$ cat src/rtl/gpio_pkg.sv
// gpio_pkg: shared constants and types for the memory-mapped GPIO controller.
//   - GPIO_BASE_DEFAULT : default byte address of register offset 0
//   - OFF_*             : byte offsets of the five registers in the window
//   - reg_sel_t         : 3-bit register-select encoding produced by the decoder
package gpio_pkg;

  localparam logic [31:0] GPIO_BASE_DEFAULT = 32'h0000_ABCD;

  localparam logic [31:0] OFF_DOUT = 32'h0000_0000;
  localparam logic [31:0] OFF_DIR  = 32'h0000_0004;
  localparam logic [31:0] OFF_DIN  = 32'h0000_0008;
  localparam logic [31:0] OFF_IE   = 32'h0000_000C;
  localparam logic [31:0] OFF_IS   = 32'h0000_0010;

  typedef enum logic [2:0] {
    SEL_NONE = 3'd0,
    SEL_DOUT = 3'd1,
    SEL_DIR  = 3'd2,
    SEL_DIN  = 3'd3,
    SEL_IE   = 3'd4,
    SEL_IS   = 3'd5
  } reg_sel_t;

endpackage

$ cat src/rtl/gpio_sync_edge.sv
// gpio_sync_edge: brings asynchronous pin inputs into the clk domain and
// flags rising edges.
//   clk   : system clock, rising edge
//   rst_n : asynchronous active-low reset
//   pins  : raw asynchronous pin levels
//   din   : synchronised pin levels (second synchroniser stage)
//   rise  : one-cycle pulse per pin on a 0->1 transition of din
module gpio_sync_edge #(
  parameter int N_PINS = 16
) (
  input  logic              clk,
  input  logic              rst_n,
  input  logic [N_PINS-1:0] pins,
  output logic [N_PINS-1:0] din,
  output logic [N_PINS-1:0] rise
);

  logic [N_PINS-1:0] sync1;
  logic [N_PINS-1:0] sync2;
  logic [N_PINS-1:0] prev;

  // NOTE: non-blocking assignments so every stage samples the value the
  // previous stage held before this edge; blocking here would collapse the
  // chain into a single flop.
  always_ff @(posedge clk or negedge rst_n) begin
    if (!rst_n) begin
      sync1 <= '0;
      sync2 <= '0;
      prev  <= '0;
    end else begin
      sync1 <= pins;
      sync2 <= sync1;
      prev  <= sync2;
    end
  end

  assign din  = sync2;
  assign rise = sync2 & ~prev;

endmodule

$ cat src/rtl/gpio_controller.sv
// gpio_controller: memory-mapped GPIO peripheral on the data-memory bus.
//   clk, rst_n : system clock / asynchronous active-low reset
//   MemW, MemR : store / load strobes from the core
//   ALU_out    : effective byte address, WD: store data
//   RD         : registered load data, valid when rd_valid is high
//   hit        : combinational address match (masks data-memory writes)
//   gpio_in    : asynchronous pin inputs
//   gpio_out   : output register, gpio_oe: per-pin drive enable
//   irq        : level interrupt, |(IS & IE) registered
// Registers (offset from GPIO_BASE): 0x0 DOUT, 0x4 DIR, 0x8 DIN (RO),
// 0xC IE, 0x10 IS (write-1-to-clear).
module gpio_controller
  import gpio_pkg::*;
#(
  parameter logic [31:0] GPIO_BASE = GPIO_BASE_DEFAULT,
  parameter int          N_PINS    = 16
) (
  input  logic              clk,
  input  logic              rst_n,
  input  logic              MemW,
  input  logic              MemR,
  input  logic [31:0]       ALU_out,
  input  logic [31:0]       WD,
  output logic [31:0]       RD,
  output logic              rd_valid,
  output logic              hit,
  input  logic [N_PINS-1:0] gpio_in,
  output logic [N_PINS-1:0] gpio_out,
  output logic [N_PINS-1:0] gpio_oe,
  output logic              irq
);

  logic [N_PINS-1:0] dout_q;
  logic [N_PINS-1:0] dir_q;
  logic [N_PINS-1:0] ie_q;
  logic [N_PINS-1:0] is_q;
  logic [N_PINS-1:0] din;
  logic [N_PINS-1:0] rise;
  logic [N_PINS-1:0] wdata;
  logic [N_PINS-1:0] w1c_mask;
  logic [31:0]       offset;
  logic [31:0]       rd_word;
  reg_sel_t          sel;
  logic              wr;
  logic              unused_wd;

  gpio_sync_edge #(.N_PINS(N_PINS)) u_sync_edge (
    .clk   (clk),
    .rst_n (rst_n),
    .pins  (gpio_in),
    .din   (din),
    .rise  (rise)
  );

  // Wrapping 32-bit subtraction: addresses below the base land far outside
  // the window rather than aliasing onto it.
  assign offset = ALU_out - GPIO_BASE;

  // NOTE: every output of a combinational block gets a default before the
  // branches, otherwise an uncovered path would infer a latch.
  always_comb begin
    sel = SEL_NONE;
    if      (offset == OFF_DOUT) sel = SEL_DOUT;
    else if (offset == OFF_DIR)  sel = SEL_DIR;
    else if (offset == OFF_DIN)  sel = SEL_DIN;
    else if (offset == OFF_IE)   sel = SEL_IE;
    else if (offset == OFF_IS)   sel = SEL_IS;
  end

  assign hit   = (sel != SEL_NONE);
  assign wr    = MemW & hit;
  assign wdata = WD[N_PINS-1:0];

  // Upper store-data bits carry no meaning for an N_PINS-wide register.
  assign unused_wd = ^WD;

  assign w1c_mask = (wr && sel == SEL_IS) ? wdata : '0;

  // Read mux over current register values, so a simultaneous write and
  // read returns the pre-write contents. Narrow registers zero-extend.
  always_comb begin
    rd_word = '0;
    unique case (sel)
      SEL_DOUT: rd_word[N_PINS-1:0] = dout_q;
      SEL_DIR:  rd_word[N_PINS-1:0] = dir_q;
      SEL_DIN:  rd_word[N_PINS-1:0] = din;
      SEL_IE:   rd_word[N_PINS-1:0] = ie_q;
      SEL_IS:   rd_word[N_PINS-1:0] = is_q;
      default:  rd_word = '0;
    endcase
  end

  always_ff @(posedge clk or negedge rst_n) begin
    if (!rst_n) begin
      dout_q   <= '0;
      dir_q    <= '0;
      ie_q     <= '0;
      is_q     <= '0;
      irq      <= 1'b0;
      RD       <= '0;
      rd_valid <= 1'b0;
    end else begin
      if (wr && sel == SEL_DOUT) dout_q <= wdata;
      if (wr && sel == SEL_DIR)  dir_q  <= wdata;
      if (wr && sel == SEL_IE)   ie_q   <= wdata;

      // Clear first, then OR in new enabled edges: an edge arriving in the
      // same cycle as its clear keeps the bit set, so no event is lost.
      is_q <= (is_q & ~w1c_mask) | (rise & ie_q);

      irq <= |(is_q & ie_q);

      rd_valid <= MemR & hit;
      if (MemR && hit) RD <= rd_word;
    end
  end

  assign gpio_out = dout_q;
  assign gpio_oe  = dir_q;

endmodule

$ cat config.mk
export PLATFORM = sky130hd
export DESIGN_NAME = gpio_controller
export DESIGN_NICKNAME = d
export VERILOG_FILES = /design/src/rtl/gpio_pkg.sv /design/src/rtl/gpio_sync_edge.sv /design/src/rtl/gpio_controller.sv
export SDC_FILE = /design/constraint.sdc
export NUM_CORES = 1
export LEC_CHECK = 0
export BUFFER_PORTS_ARGS = -buffer_cell sky130_fd_sc_hd__buf_2
export CORE_MARGIN = 3
export CORE_UTILIZATION = 48
export DETAILED_ROUTE_END_ITERATION = 16
export PLACE_DENSITY = 0.76
export SYNTH_ARGS = -nofsm -noshare
export SYNTH_HDL_FRONTEND = slang
export SYNTH_HIERARCHICAL = 1
export SYNTH_SLANG_ARGS = --single-unit
export TNS_END_PERCENT = 100
$ cat constraint.sdc
create_clock -name clk -period 2.8 [get_ports clk]
set_clock_uncertainty 0.2 [all_clocks]
set_input_delay 0.56 -clock clk [delete_from_list [all_inputs] [get_ports clk]]
set_output_delay 0.56 -clock clk [all_outputs]
set_load 0.01 [all_outputs]
==> results.yml <==
die:
  die-height_um: 117
  die_area_mm2: 0.0138
  rows: 40
  initial_utilization: 0.493
  die_w_um: 117
  core-area_mm2: 0.0121
  ioPinCount: 151
final_layout:
  fill_cells: 822
  drive_above_1_share: 0.533
  ff_latch_area_mm2: 0.00325
  multiInputGateArea_mm2: 0.00269
  fin_nets: 690
  area_growth_pct: 34.2
  diodes: 0
timing:
  fin_ws_ns: -0.535
  fin_crit_sh: 1.19
  tightest_slew_ns: 0.517
  min_period_ns: 3.34
  timing_max_transition_violations_final: 0
  fin_hold_ws_ns: 0.0435
  hold_viol: 0
  setup_viol: 82
  max_freq_mhz: 300
  relSlewSlack: 0.652
  rsz0062_at_grt: "yes"
logic_synthesis:
  ys_types: 54
  avgSynthCellArea_um2: 14.0
  ys_warn_count: 6
  synth_area_mm2: 0.00595
  synth_edf_count: 0
  async_flop_share: 1.00
  yosysSeqAreaShare: 0.547
  syn_inst: 425
  yosys_register_bits: 130
  synth_ff_type: "dfrtp_1"
hold_path:
  hold_path_startpoint: "gpio_in[12]"
  holdCritPathClass: "in -> reg"
placement:
  hpwl_mm: 10.5
  port_buffers: 118
  gp_congestion: 0.880
grt:
  grt.total_usage: 0.237
  grt_start_max_net_pins: 57
  grt_pass1_vias: 4786
  grt_pass1_wl_mm: 25.6
  gr-total-overflow: 0
  antenna_found_initial: 1
setup_path:
  worstPathArrival_ns: 2.58
  critPathBufInv: 3
  path_cells: "buf_6 > or4_4 > buf_4 > o31a_1 > nor3_1 > o2111ai_1 > or3_4 > nor3_4 > buf_2"
  cp_max_fo: 3
  startpoint_type: "input pin"
  path_class: "in -> out"
  r2r-start: "ie_q[3]"
  crit_start: "ALU_out[18]"
  crit_slowest_cell: "or4_4"
  critPathMaxStageDelay_ns: 0.52
  endpoint_kind: "primary output"
  cp_top_family: "simple AND/OR/NAND/NOR gates"
  cp.required_ns: 2.04
routing:
  antenna_left: 0
  vias: 4486
  vias_per_cell: 5.70
  routed_wirelength_mm: 16.0
  drtIter0Drc: 320
  routedWlPerCell_um: 20.3
  drc: 0
  firstDrtPassIters: 4
pwr:
  power_leakage_nw: 3.98
  vdd_drop_max_mv: 0.421
  finalPower_mw: 4.37
  p_per_area_mw_per_mm2: 548
clocking:
  clk_pin_slew_ns: 0.06
  cts-root-buf: "clkbuf_16"
  clockBufferDepth: 2
  htreeDepth: 4
  cts-buffers-inserted: 17
  clkLatencyLatePin_ns: 0.42
  cts_sinks: 130
  cts_tree: "built"
run_status:
  status: "finished with violations"
  violations: "negative setup slack"
flow_run:
  cap_violations: 0
## per-layer routing
| metal | vias to the layer above | global-route usage | part of all wire |
|---|---|---|---|
| li1 | 1961 | - | - |
| met1 | 2313 | 0.280 | 0.39 |
| met2 | 170 | 0.412 | 0.53 |
| met3 | 40 | 0.0540 | 0.050 |
| met4 | 2 | 0.107 | 0.027 |
| met5 | - | 0 | 0.00044 |
## power by group
part | internal [mW] | switching, mW | total, mW
combinational | 0.143 | 0.178 | 0.321
sequential | 1.92 | 0.0248 | 1.94
clock | 1.31 | 0.796 | 2.11
total | 3.37 | 1.00 | 4.37
## final timing paths
check / to / slack (ns) / cells past startpoint
worst max-delay path: hit / -0.54 / 9
worst min-delay path: u_sync_edge/sync1[12] / 0.04 / 1
worst max register to register: RD[3] / 1.12 / 3
worst min register to register: u_sync_edge/din[8] / 0.15 / 0
max in group asynchronous: gpio_out[13] / 1.24 / 3
min in group asynchronous: u_sync_edge/prev[15] / 0.47 / 2
## stage by stage
step	utilization	setup slack [ns]	area [um^2]	TNS [ns]	instances
4_1_cts	0.655	-0.532	7900	-27.17	784
3_5_place_dp	0.593	-0.935	7150	-59.86	747
3_3_place_gp	0.593	-0.893	7150	-56.00	747
6_report	0.662	-0.535	7980	-22.56	787
5_1_grt	0.662	-0.575	7980	-29.38	787
2_1_floorplan	-	-0.765	6180	-43.64	440
## sequential cells by signal, summed over array words and instances (netlist names)
signal	cells
RD	16
gpio_oe	16
gpio_out	16
ie_q	16
irq	1
is_q	16
rd_valid	1
u_sync_edge/din	16
u_sync_edge/prev	16
u_sync_edge/sync1	16
## cell usage in the layout (no fill, tap or decap), types with 7 or more instances in the layout
cell and instances:
conb_1 16, buf_6 8, mux2_2 24, nor3_1 8, mux4_2 16, nand2_1 7, buf_2 115, mux2_4 41
nor2_1 16, a22o_1 36, clkbuf_16 19, nand4_1 19, buf_4 52, nor2b_4 16, o21ai_0 7, dfrtp_1 130
## cell type report
type,count,share of cell area
timing repair buffer,185,0.156
clock inverter,8,0.00972
inverter,2,0.00157
sequential,130,0.408
clock buffer,24,0.0616
tap,168,0.0263
multi-input combinational,270,0.337
## timing repair
action | CTS | global route
hold buffers | 1 | 0
hold endpoints to repair | 52 | 0
setup buffers | 6 | 1
cloned | 1 | 2
pin swaps | 11 | 8
endpoints found under the setup margin | 82 | 82
resized for setup | 26 | 10
## logic make-up after synthesis
kind of cell	after synthesis	synth area share
and+or+nand+nor	99	0.123
AOI/OAI and AO/OA	73	0.0974
buffers and inverters	40	0.0414
muxes	81	0.189
DFF	130	0.547
xor gates and xnor gates	1	0.00147
other	1	0.000631
## Yosys cell counts, types with 5 or more instances
cell | n | area [um^2]
clkbuf_1 | 12 | 45.0
nand2_1 | 7 | 26.3
buf_4 | 16 | 120
dfrtp_1 | 130 | 3250
mux2_2 | 56 | 631
mux2_4 | 9 | 135
nor2b_4 | 16 | 220
nand4_1 | 19 | 119
o21ai_0 | 9 | 45.0
nor2_1 | 16 | 60.1
nor4_1 | 5 | 31.3
mux4_2 | 16 | 360
a22o_1 | 36 | 315
nor3_1 | 11 | 55.1
(Power assumes the default switching activity.)
